`src/rtl/ql_bram_preload_ctrl.sv`:
```
// Preload sequencer for the two BRAM halves: holds the clock-mux selects steady
// around a streamed write burst and drives a registered write port.
module ql_bram_preload_ctrl #(
    parameter int DATA_W       = 18,
    parameter int ADDR_W       = 10,
    parameter int GUARD_CYCLES = 2
) (
    input  logic              PL_CLK_i,
    input  logic              RESET_i,
    input  logic              START_i,
    input  logic [1:0]        LOAD_SEL_i,
    input  logic              ABORT_i,
    input  logic [DATA_W-1:0] PL_DATA_i,
    input  logic              PL_VALID_i,
    output logic              PL_READY_o,
    output logic              preload1,
    output logic              preload2,
    output logic [ADDR_W-1:0] PL_ADDR_o,
    output logic [DATA_W-1:0] PL_DATA_o,
    output logic              PL_WEN1_o,
    output logic              PL_WEN2_o,
    output logic              BUSY_o,
    output logic              DONE_o,
    output logic              ERR_o
);

    localparam logic [2:0] S_IDLE  = 3'd0;
    localparam logic [2:0] S_SETUP = 3'd1;
    localparam logic [2:0] S_LOAD1 = 3'd2;
    localparam logic [2:0] S_LOAD2 = 3'd3;
    localparam logic [2:0] S_HOLD  = 3'd4;
    localparam logic [2:0] S_FIN   = 3'd5;

    localparam int GW = (GUARD_CYCLES > 1) ? $clog2(GUARD_CYCLES) : 1;
    localparam logic [GW-1:0] GUARD_LAST = GW'(GUARD_CYCLES - 1);

    logic [2:0]        state;
    logic [2:0]        state_nxt;
    logic [1:0]        sel;
    logic [ADDR_W-1:0] addr;
    logic [GW-1:0]     guard;

    logic guard_last;
    logic loading;
    logic abortable;
    logic take_abort;
    logic start_ok;
    logic handshake;
    logic last_word;

    assign guard_last = (guard == GUARD_LAST);
    assign loading    = (state == S_LOAD1) || (state == S_LOAD2);
    assign abortable  = (state == S_SETUP) || loading;
    assign take_abort = abortable && ABORT_i;
    assign start_ok   = (state == S_IDLE) && START_i && (LOAD_SEL_i != 2'b00);

    // Ready drops combinationally on abort so no word slips in that cycle
    assign PL_READY_o = loading && !ABORT_i;
    assign handshake  = PL_READY_o && PL_VALID_i;
    assign last_word  = handshake && (&addr);

    assign BUSY_o = (state != S_IDLE);

    always_comb begin
        state_nxt = state;
        case (state)
            S_IDLE: begin
                if (start_ok) begin
                    state_nxt = S_SETUP;
                end
            end
            S_SETUP: begin
                if (take_abort) begin
                    state_nxt = S_HOLD;
                end else if (guard_last) begin
                    state_nxt = sel[0] ? S_LOAD1 : S_LOAD2;
                end
            end
            S_LOAD1: begin
                if (take_abort) begin
                    state_nxt = S_HOLD;
                end else if (last_word) begin
                    state_nxt = sel[1] ? S_LOAD2 : S_HOLD;
                end
            end
            S_LOAD2: begin
                if (take_abort || last_word) begin
                    state_nxt = S_HOLD;
                end
            end
            S_HOLD: begin
                if (guard_last) begin
                    state_nxt = S_FIN;
                end
            end
            S_FIN: begin
                state_nxt = S_IDLE;
            end
            default: begin
                state_nxt = S_IDLE;
            end
        endcase
    end

    always_ff @(posedge PL_CLK_i or posedge RESET_i) begin
        if (RESET_i) begin
            state <= S_IDLE;
            guard <= '0;
        end else begin
            state <= state_nxt;
            if (state_nxt != state) begin
                guard <= '0;
            end else if ((state == S_SETUP) || (state == S_HOLD)) begin
                guard <= guard + GW'(1);
            end
        end
    end

    // Session bookkeeping: latched select, write address and sticky abort flag
    always_ff @(posedge PL_CLK_i or posedge RESET_i) begin
        if (RESET_i) begin
            sel   <= 2'b00;
            addr  <= '0;
            ERR_o <= 1'b0;
        end else begin
            if (start_ok) begin
                sel   <= LOAD_SEL_i;
                addr  <= '0;
                ERR_o <= 1'b0;
            end else begin
                if (handshake) begin
                    addr <= addr + ADDR_W'(1);
                end
                if (take_abort) begin
                    ERR_o <= 1'b1;
                end
            end
        end
    end

    // Selects are registered so the clock mux never sees decode glitches
    always_ff @(posedge PL_CLK_i or posedge RESET_i) begin
        if (RESET_i) begin
            preload1 <= 1'b0;
            preload2 <= 1'b0;
            DONE_o   <= 1'b0;
        end else begin
            DONE_o <= (state == S_HOLD) && guard_last && !ERR_o;
            if (start_ok) begin
                preload1 <= LOAD_SEL_i[0];
                preload2 <= LOAD_SEL_i[1];
            end else if (state == S_FIN) begin
                preload1 <= 1'b0;
                preload2 <= 1'b0;
            end
        end
    end

    always_ff @(posedge PL_CLK_i or posedge RESET_i) begin
        if (RESET_i) begin
            PL_ADDR_o <= '0;
            PL_DATA_o <= '0;
            PL_WEN1_o <= 1'b0;
            PL_WEN2_o <= 1'b0;
        end else begin
            PL_WEN1_o <= handshake && (state == S_LOAD1);
            PL_WEN2_o <= handshake && (state == S_LOAD2);
            if (handshake) begin
                PL_ADDR_o <= addr;
                PL_DATA_o <= PL_DATA_i;
            end
        end
    end

endmodule

```
`config.mk`:
```
export PLATFORM = sky130hd
export DESIGN_NAME = ql_bram_preload_ctrl
export DESIGN_NICKNAME = d
export VERILOG_FILES = /design/src/rtl/ql_bram_preload_ctrl.sv
export SDC_FILE = /design/constraint.sdc
export NUM_CORES = 1
export LEC_CHECK = 0
export CAP_MARGIN = 40
export CORE_UTILIZATION = 42
export CTS_CLUSTER_DIAMETER = 80
export DETAILED_ROUTE_END_ITERATION = 12
export PLACE_DENSITY = 0.75
export SLEW_MARGIN = 20
export SYNTH_ARGS = -nofsm -noshare
export SYNTH_HDL_FRONTEND = slang
export SYNTH_SLANG_ARGS = --single-unit
```
`constraint.sdc`:
```
create_clock -name PL_CLK_i -period 1.7 [get_ports PL_CLK_i]
set_input_delay 0.34 -clock PL_CLK_i [delete_from_list [all_inputs] [get_ports PL_CLK_i]]
set_output_delay 0.34 -clock PL_CLK_i [all_outputs]
set_load 0.01 [all_outputs]
```
==> summary.md, run 1 <==
| Metric | Value |
|---|---|
| Sequential share of the synthesized area | 0.5875 |
| Global-route wire length before repair | 7714 microns |
| RSZ-0062 raised after global routing | yes |
| Mapped Area | 2130 sq um |
| H-tree depth | 2 |
| CTS buffer count | 5 |
| CP arrival | 1870 ps |
| Die Ht | 73.21 microns |
| PD cells | 1160 nW/um^2 |
| Dominant cells by area after synthesis | dfrtp_1, nand2_1, nor2_1 |
| Yosys top cell area share | 0.5875 |
| CTS max path bufs | 2 |
| Critical path origin | PL_VALID_i |
| Dpl cell area | 2895 sq um |
| Drt via density | 4.753 |
| Worst vdd ir | 0.6322 mV |
| Synth Register Bits | 50 |
| Worst Max-Slew Pin Slew | 336.0 ps |
| Die area | 5359 sq um |
| Antenna violations before repair | 0 |
| Crit path time final | 1640 ps |
| Crit Path Class | in -> reg |
| PortBufs | 60 |
| Antenna-violating nets left | 0 |
| Core footprint | 4786 sq um |
| Syn_nets | 262 |
| Setup TNS | 0 ps |
| Critical Path Sink Type | register |
| Post-synth EDFFs | 0 |
| Fin crit share | 0.9649 |
| CTS tree | yes |
| Crit-path max FO | 3 |
| R2r setup slk | 60 ps |
| Initial core utilization | 0.4450 |
| Syn Inst Count | 236 |
| R2R depth | 5 |
| Drt total wl | 4579 microns |
| Final Net Count | 334 |
| Placed Instances | 366 |
| Top_reg_cell synth | dfrtp_1 |
| Total Power | 3504 uW |
| Distinct cells, synth | 32 |
| Die X-Extent | 73.21 microns |
| Final non-filler cell total | 376 |
| DP Wirelength | 3099 microns |
| Max-slew violations | 0 |
| Clk slew on worst S/H paths | 80 ps |
| Root Buffer | clkbuf_8 |
| DR vias | 1787 |
| Area Overhead vs Synth | 41.77% |
| Clock Skew | 9.213 ps |
| WP data required | 1930 ps |
| LEAKAGE | 0.001499 uW |
| GP Congestion | 0.8248 |
| Ratio of cells with drive above 1 in the final layout | 0.1068 |
| Worst reg2reg endpoint | addr[7] |
| Initial DRC Count | 86 |
| FMAX | 0.6096 GHz |
| Slew Limit Headroom | 0.7760 |
| Outcome | completed |
| Final hold vios | 0 |
| Post-cts hold buffer count | 0 |
| CP Launch Type | primary input |
| Post-Syn Area per Cell | 9.023 sq um |
| Ys async rst share | 1.000 |
| Row cnt | 25 |
| Worst hold path type | in -> async |
| Wirelength per Cell | 12.18 microns |
| Design Area, Final | 3019 sq um |
| Slowest stage delay, CP | 470 ps |
| Vias in the first global route | 1726 |
| Largest net degree at the start of global routing | 51 |
| Diodes inserted | 0 |
| Layout fillers | 424 |
| Crit path to | addr[7] |
| Post-route DRC | 0 |
| Final setup fails | 0 |
| Setup WS pre-CTS | -349.8 ps |
| Ys Warns | 0 |
| Gr ovfl total | 0 |
| Slowest-stage cell, CP | clkdlybuf4s50_1 |
| Synth area leader | dfrtp_1 |
| Post-route setup slack | 59.70 ps |
| Worst r2r src | state[2] |
| Clock latency on the worst-skew pair | 300 ps |
| Max-Cap Viols | 0 |
| I/O pin cnt | 61 |
| Clock Sinks | 50 |
| Crit-path cells | clkdlybuf4s50_1, and4bb_1, nand4_1, or2_1, or3_1, a21oi_2 |
| Drt first pass iters | 4 |
| Global-route usage over all layers | 0.1874 |
[where the power goes]
part           internal (uW)  total [uW]  switching [uW]
Combinational            654        1200             544
Clock                    329         702             373
Sequential              1430        1600             173
Total                   2410        3500            1090
[worst min-delay path by stage]
stage          slack [ps]          start             to
6_report              390        RESET_i  PL_DATA_o[16]
3_5_place_dp          460  PL_DATA_o[17]  PL_DATA_o[17]
2_1_floorplan         450   PL_DATA_i[0]   PL_DATA_o[0]
4_1_cts               400        RESET_i   PL_DATA_o[6]
5_1_grt               420        RESET_i  PL_DATA_o[16]
3_3_place_gp          460  PL_DATA_o[11]  PL_DATA_o[11]
[synth_stat cells (3+ instances only)]
cell type / n
a21oi_1: 6
clkbuf_1: 10
dfrtp_1: 50
inv_1: 3
nand2_1: 106
nand4_1: 4
nor2_1: 16
o21ai_0: 4
or3_1: 3
xor2_1: 6
[cell usage in the layout (no fill, tap or decap), types with 2 or more instances in the layout]
master,n
o21ai_1,2
and2_1,2
or3_1,3
a21oi_1,5
clkdlybuf4s50_1,57
nand2_1,106
mux2i_1,2
nor3b_1,2
nand4_1,4
nand4b_1,2
nor2_1,15
dfrtp_1,48
o21a_1,2
xor2_1,6
inv_1,2
clkbuf_8,6
o21ai_0,2
buf_4,16
dfrtp_2,2
[metal layers]
metal  track usage  part of all wire
met5             0                 0
met1        0.2403              0.47
met3       0.04696             0.043
met2        0.3097              0.47
met4       0.06318             0.018
[logic make-up after synthesis]
| group | synth area share |
|---|---|
| AND/OR/NAND/NOR | 0.2897 |
| flip-flops | 0.5875 |
| AO/OA/AOI/OAI | 0.04936 |
| buffers and inverters | 0.02938 |
| XOR/XNOR | 0.02879 |
| multiplexers | 0.009401 |
| adder cells (fa/ha/maj) | 0.005875 |
[worst max-delay path: cells and delay by family]
family                 cells  cell delay, ps
AND/OR/NAND/NOR            4             930
AO/OA/AOI/OAI              1             120
buffers and inverters      1             470
[flip-flops by register name, indices dropped and copies added (netlist names)]
signal / count
PL_DATA_o: 18
PL_ADDR_o: 10
addr: 10
state: 3
sel: 2
DONE_o: 1
ERR_o: 1
PL_WEN1_o: 1
PL_WEN2_o: 1
guard: 1
preload1: 1
preload2: 1
[stage by stage]
stage,util,hold slack (ps)
after global routing,0.6309,422.2
after global placement,0.6050,457.0
after detailed placement,0.6050,461.7
final,0.6309,390.4
after CTS,0.6275,401.5
after floorplan,-,445.4
[area by class of cell]
class / instances / area [sq um] / share of cell area
Sequential cell: 50 / 1254 / 0.4152
Multi-Input combinational cell: 170 / 833.3 / 0.2760
Timing Repair Buffer: 78 / 745.7 / 0.2470
Clock buffer: 7 / 86.33 / 0.02860
Tap cell: 67 / 83.83 / 0.02777
Inverter: 3 / 11.26 / 0.003730
Clock inverter: 1 / 5.005 / 0.001658
[what timing repair did]
action | CTS | global route
gates cloned | 0 | 0
setup endpoints to repair | 4 | 8
setup buffers | 2 | 0
resized for setup | 7 | 10
pin swaps | 3 | 8
(Power assumes the default switching activity.)
==> inputs of run 2 (changes only) <==
--- a/config.mk
+++ b/config.mk
@@ -10,6 +10,7 @@
 export CTS_CLUSTER_DIAMETER = 80
 export DETAILED_ROUTE_END_ITERATION = 12
 export PLACE_DENSITY = 0.75
+export RECOVER_POWER = 25
 export SLEW_MARGIN = 20
 export SYNTH_ARGS = -nofsm -noshare
 export SYNTH_HDL_FRONTEND = slang
==> summary.md, run 2 (synthesis gave the netlist of run 1 again) <==
| Metric | Value |
|---|---|
| Outcome | completed |
| Core footprint | 4786 sq um (unchanged) |
| Antenna violations before repair | 0 (unchanged) |
| Design Area, Final | 3007 sq um (-0.41%) |
| Final setup fails | 0 (unchanged) |
| CP arrival | 1870 ps (about the same) |
| Ratio of cells with drive above 1 in the final layout | 0.1036 (-0.003236) |
| Setup WS pre-CTS | -349.8 ps (unchanged) |
| Fin crit share | 0.9649 (about the same) |
| Largest net degree at the start of global routing | 51 (unchanged) |
| WP data required | 1930 ps (about the same) |
| DP Wirelength | 3099 microns (unchanged) |
| CTS tree | yes |
| Largest Register | PL_DATA_o |
| Final core utilization | 0.6282 (-0.002615) |
| Crit Path Class | in -> reg |
| Largest registers | PL_DATA_o (18), PL_ADDR_o (10), addr (10) |
| CTS buffer count | 5 (unchanged) |
| Root Buffer | clkbuf_8 |
| Setup TNS | 0 ps (unchanged) |
| Clock Sinks | 50 (unchanged) |
| Area of the multi-input gates | 833.3 sq um (unchanged) |
| Hold endpoint | PL_DATA_o[17] |
| CTS max path bufs | 2 (unchanged) |
| Global-route usage over all layers | 0.1874 (unchanged) |
| PortBufs | 60 (unchanged) |
| Worst reg2reg endpoint | addr[7] |
| PD cells | 1164 nW/um^2 (+0.26%) |
| Vias in the first global route | 1726 (unchanged) |
| Initial DRC Count | 71 (-17%) |
| Drt total wl | 4581 microns (about the same) |
| Dpl cell area | 2895 sq um (unchanged) |
| Hold path depth | 2 |
| FMAX | 0.6096 GHz (about the same) |
| Hold_sp | PL_DATA_o[17] |
| Area Overhead vs Synth | 41.19% |
| Row cnt | 25 (unchanged) |
| Global-route wire length before repair | 7714 microns (unchanged) |
| Die area | 5359 sq um (unchanged) |
| Crit-path max FO | 3 (unchanged) |
| CP Launch Type | primary input |
| Drt first pass iters | 4 (unchanged) |
| Slew Limit Headroom | 0.5576 (-0.2184) |
| RSZ-0062 raised after global routing | yes |
| Commonest non-fill, non-tap cells in the layout | nand2_1, clkdlybuf4s50_1, dfrtp_1, buf_4, nor2_1 |
| Drt via density | 4.742 (-0.22%) |
| Worst r2r src | state[2] |
| Final hold vios | 0 (unchanged) |
| Max-Cap Viols | 0 (unchanged) |
| R2R depth | 5 (unchanged) |
| Layout fillers | 424 (unchanged) |
| Post-route DRC | 0 (unchanged) |
| H-tree depth | 2 (unchanged) |
| Worst hold path type | reg -> reg |
| Reg area | 1254 sq um (unchanged) |
| Worst vdd ir | 0.6321 mV (about the same) |
| Final Net Count | 334 (unchanged) |
| Worst Max-Slew Pin Slew | 663.6 ps (+327.6 ps) |
| Clock Skew | 9.361 ps (+0.1482 ps) |
| Final non-filler cell total | 376 (unchanged) |
| I/O pin cnt | 61 (unchanged) |
| Post-route setup slack | 59.64 ps (-0.05750 ps) |
| GP Congestion | 0.8248 (unchanged) |
| Crit path time final | 1640 ps (+0.05750 ps) |
| Most common cell after layout, fill and taps aside | nand2_1 |
| Diodes inserted | 0 (unchanged) |
| Die X-Extent | 73.21 microns (unchanged) |
| Clk slew on worst S/H paths | 90 ps (about the same) |
| Critical Path Sink Type | register |
| R2r setup slk | 60 ps (about the same) |
| Die Ht | 73.21 microns (unchanged) |
| Antenna-violating nets left | 0 (unchanged) |
| LEAKAGE | 0.001492 uW (-0.48%) |
| Largest register FFs | 18 (unchanged) |
| Initial core utilization | 0.4450 (unchanged) |
| Placed Instances | 366 (unchanged) |
| DR vias | 1783 (-0.22%) |
| Wirelength per Cell | 12.18 microns (about the same) |
| Gr ovfl total | 0 (unchanged) |
| Clock latency on the worst-skew pair | 300 ps (about the same) |
| Max-slew violations | 0 (unchanged) |
run 2: cell types whose count changed in the layout (fill, tap and decap cells not counted), sizes merged:
cell	change
clkdlybuf4s50	-1
inv	-1
clkinv	+1
clkbuf	+1
buf	-1
dlygate4sd3	+1
run 2: layer usage:
layer / up-vias / track usage / routed length [microns]
met5: - / 0 / 0
met4: 0 / 0.06318 / 75
met3: 8 / 0.04696 / 202
met2: 42 / 0.3097 / 2157
met1: 840 / 0.2403 / 2146
li1: 893 / - / -
run 2: how the worst max path moves through the flow:
stage	startpoint	end	slack (ps)	cells past startpoint
finish	PL_VALID_i	addr[7]	60	6
global route	state[2]	PL_READY_o	-6	3
CTS	state[2]	addr[9]	0.6	5
detailed placement	ABORT_i	addr[9]	-350	6
global placement	ABORT_i	addr[9]	-300	6
floorplan	state[2]	guard	30	6
run 2: cell type report:
cell class | count | area share
clock buffers | 7 | 0.02871
multi-input cells | 170 | 0.2772
repair buffers | 78 | 0.2439
clock inverters | 1 | 0.001665
well taps | 67 | 0.02788
inverters | 3 | 0.003745
flip-flops and latches | 50 | 0.4170
run 2: power breakdown:
part	switching (uW)	total, uW	internal, uW
clock network	373	702	329
registers	173	1600	1430
logic	543	1190	650
total	1090	3500	2410
run 2: worst max-delay path, stage by stage:
cell and delay (ps):
clkdlybuf4s50_1 470, and4bb_1 240, nand4_1 120, or2_1 250
or3_1 320, a21oi_2 120
run 2: repair_timing:
action | 4_1_cts | 5_1_grt
gates resized for setup | 7 | 10
pin swaps | 3 | 8
gates cloned | 0 | 0
hold buffers | 0 | 0
setup endpoints to repair | 4 | 8
setup buffers | 2 | 0
run 2: through the flow:
stage	hold WS (ps)	total power, uW
floorplan	445.4	2157
global placement	457.0	2780
detailed placement	461.7	2799
CTS	401.5	3533
global route	495.5	3722
finish	478.2	3498
==> inputs of run 3 (changes only) <==
--- a/config.mk
+++ b/config.mk
@@ -6,9 +6,11 @@
 export NUM_CORES = 1
 export LEC_CHECK = 0
 export CAP_MARGIN = 40
+export CORE_MARGIN = 5
 export CORE_UTILIZATION = 42
 export CTS_CLUSTER_DIAMETER = 80
 export DETAILED_ROUTE_END_ITERATION = 12
+export GPL_TIMING_DRIVEN = 0
 export PLACE_DENSITY = 0.75
 export RECOVER_POWER = 25
 export SLEW_MARGIN = 20
==> summary.md, run 3 (synthesis gave the netlist of run 1 again) <==
| Metric | Value |
|---|---|
| Outcome | finished with violations |
| Violated checks | negative setup slack |
| Crit-path cells | buf_4, or3_1, buf_2 |
| Metal3 WL | 225 microns (+11%) |
| Final Net Count | 341 (+2.1%) |
| Crit path buffers/inverters | 2 (+1) |
| Initial DRC Count | 66 (-7.0%) |
| Clock power frac | 0.182 (-0.019) |
| Slowest stage delay, CP | 400 ps (-70 ps) |
| Vias in the first global route | 1721 (-0.29%) |
| Post-cts hold buffer count | 0 (unchanged) |
| Drt total wl | 4782 microns (+4.4%) |
| Clock latency on the worst-skew pair | 290 ps (about the same) |
| Met2 wire len | 2289 microns (+6.1%) |
| Slew Limit Headroom | 0.3616 (-0.1960) |
| CP Launch Type | register |
| Worst hold path type | reg -> reg |
| Max-Cap Viols | 0 (unchanged) |
| CTS max path bufs | 2 (unchanged) |
| Reg power frac | 0.465 (+0.006) |
| Commonest non-fill, non-tap cells in the layout | nand2_1, clkdlybuf4s50_1, dfrtp_1, nor2_1, buf_4 |
| Area Overhead vs Synth | 43.54% |
| DR vias | 1801 (+1.0%) |
| Clock Sinks | 50 (unchanged) |
| Die area | 6594 sq um (+23%) |
| Top Layer Used | met4 |
| Critical Path Sink Type | output port |
| Dpl cell area | 2838 sq um (-2.0%) |
| LEAKAGE | 0.001519 uW (+1.8%) |
| Drt first pass iters | 4 (unchanged) |
| Die X-Extent | 81.21 microns (+11%) |
| Gr ovfl total | 0 (unchanged) |
| Final setup fails | 3 (+3) |
| H-tree depth | 2 (unchanged) |
| Layout fillers | 452 (+6.6%) |
| Setup WS pre-CTS | -658.9 ps (-309.0 ps) |
| Largest register FFs | 18 (unchanged) |
| PortBufs | 60 (unchanged) |
| Int Pwr | 2377 uW (-1.4%) |
| Slowest-stage cell, CP | dfrtp_1 |
| Initial core utilization | 0.4251 (-0.01989) |
| Most common cell after layout, fill and taps aside | nand2_1 |
| Worst Max-Slew Pin Slew | 956.6 ps (+293.0 ps) |
| Antenna-violating nets left | 0 (unchanged) |
| Drt via density | 4.678 (-1.4%) |
| Crit Path Class | reg -> out |
| CP arrival | 1380 ps (-490 ps) |
| Post-route DRC | 0 (unchanged) |
| Design Area, Final | 3057 sq um (+1.7%) |
| Post-route setup slack | -19.17 ps (-78.80 ps) |
| Top delay family on crit path | flip-flops |
| Comb pwr share | 0.352 (+0.011) |
| Ratio of cells with drive above 1 in the final layout | 0.1111 (+0.007551) |
| Clk slew on worst S/H paths | 80 ps (about the same) |
| Reg area | 1251 sq um (-0.20%) |
| Largest net degree at the start of global routing | 27 (-47%) |
| Net Switching | 1065 uW (-2.1%) |
| Hold_ws | 470.1 ps (-8.092 ps) |
| Row cnt | 26 (+4.0%) |
| Clock Skew | 5.254 ps (-4.107 ps) |
| Die Ht | 81.21 microns (+11%) |
| Crit path time final | 1719 ps (+78.80 ps) |
| WP data required | 1360 ps (-570 ps) |
| Sw Ratio | 0.3095 (-0.001619) |
| Global-route usage over all layers | 0.1540 (-0.03343) |
| Worst vdd ir | 0.6915 mV (+9.4%) |
| Core footprint | 5010 sq um (+4.7%) |
| Placed Instances | 367 (+0.27%) |
| Total Power | 3442 uW (-1.6%) |
| Global-route wire length before repair | 7859 microns (+1.9%) |
| Final hold vios | 0 (unchanged) |
| Antenna violations before repair | 0 (unchanged) |
| CTS tree | yes |
| CTS buffer count | 5 (unchanged) |
| Fin crit share | 1.011 (+0.04636) |
| PD cells | 1126 nW/um^2 (-3.2%) |
| Metal1 wirelength | 2220 microns (+3.4%) |
| Largest Register | PL_DATA_o |
| Wirelength per Cell | 12.42 microns (+1.9%) |
| Root Buffer | clkbuf_8 |
| Max-slew violations | 0 (unchanged) |
| RSZ-0062 raised after global routing | yes |
| Area of the multi-input gates | 852.1 sq um (+2.3%) |
| Diodes inserted | 0 (unchanged) |
| Final non-filler cell total | 385 (+2.4%) |
| FMAX | 0.5817 GHz (-4.6%) |
| GP Congestion | 0.7857 (-4.7%) |
| DP Wirelength | 3371 microns (+8.8%) |
| Crit-path max FO | 10 (+7) |
| Largest registers | PL_DATA_o (18), PL_ADDR_o (10), addr (10) |
| I/O pin cnt | 61 (unchanged) |
## run 3: power groups by stage
| stage | logic [uW] | registers (uW) | clock network (uW) |
|---|---|---|---|
| floorplan | 489 | 1670 | 0 |
| global placement | 1120 | 1590 | 0 |
| detailed placement | 1140 | 1600 | 0 |
| CTS | 1230 | 1590 | 655 |
| global route | 1330 | 1640 | 699 |
| finish | 1210 | 1600 | 628 |
## run 3: metal layers
| metal | up-vias | global-route usage |
|---|---|---|
| met5 | - | 0 |
| met4 | 0 | 0.05574 |
| met3 | 2 | 0.03326 |
| met2 | 44 | 0.2397 |
| met1 | 842 | 0.2122 |
| li1 | 913 | - |
## run 3: per-stage QoR
step	TNS [ps]	utilization
2_1_floorplan	0	-
3_3_place_gp	-52930	0.5624
3_5_place_dp	-13540	0.5664
4_1_cts	-139.9	0.6114
5_1_grt	-296.0	0.6101
6_report	-43.71	0.6101
## run 3: area by class of cell
class / count / area share
clock buffer: 7 / 0.02497
timing repair buffer: 76 / 0.2341
sequential: 50 / 0.4093
buffer: 9 / 0.02047
tap: 70 / 0.02865
inverter: 3 / 0.003684
multi-input combinational: 170 / 0.2788
## run 3: what timing repair did
action                     4_1_cts  5_1_grt
setup endpoints to repair       17       15
pin swaps                        7        6
buffers inserted                14        1
gates resized for setup         30        8
## run 3: final timing paths
| path | start | to | slack, ps | cells past startpoint |
|---|---|---|---|---|
| min in group asynchronous | RESET_i | PL_DATA_o[2] | 700 | 2 |
| worst min register to register | ERR_o | DONE_o | 470 | 1 |
| worst max-delay path | state[1] | BUSY_o | -20 | 3 |
| worst min-delay path | ERR_o | DONE_o | 470 | 1 |
| worst max register to register | state[1] | addr[7] | -20 | 6 |
| max in group asynchronous | RESET_i | addr[3] | 260 | 3 |
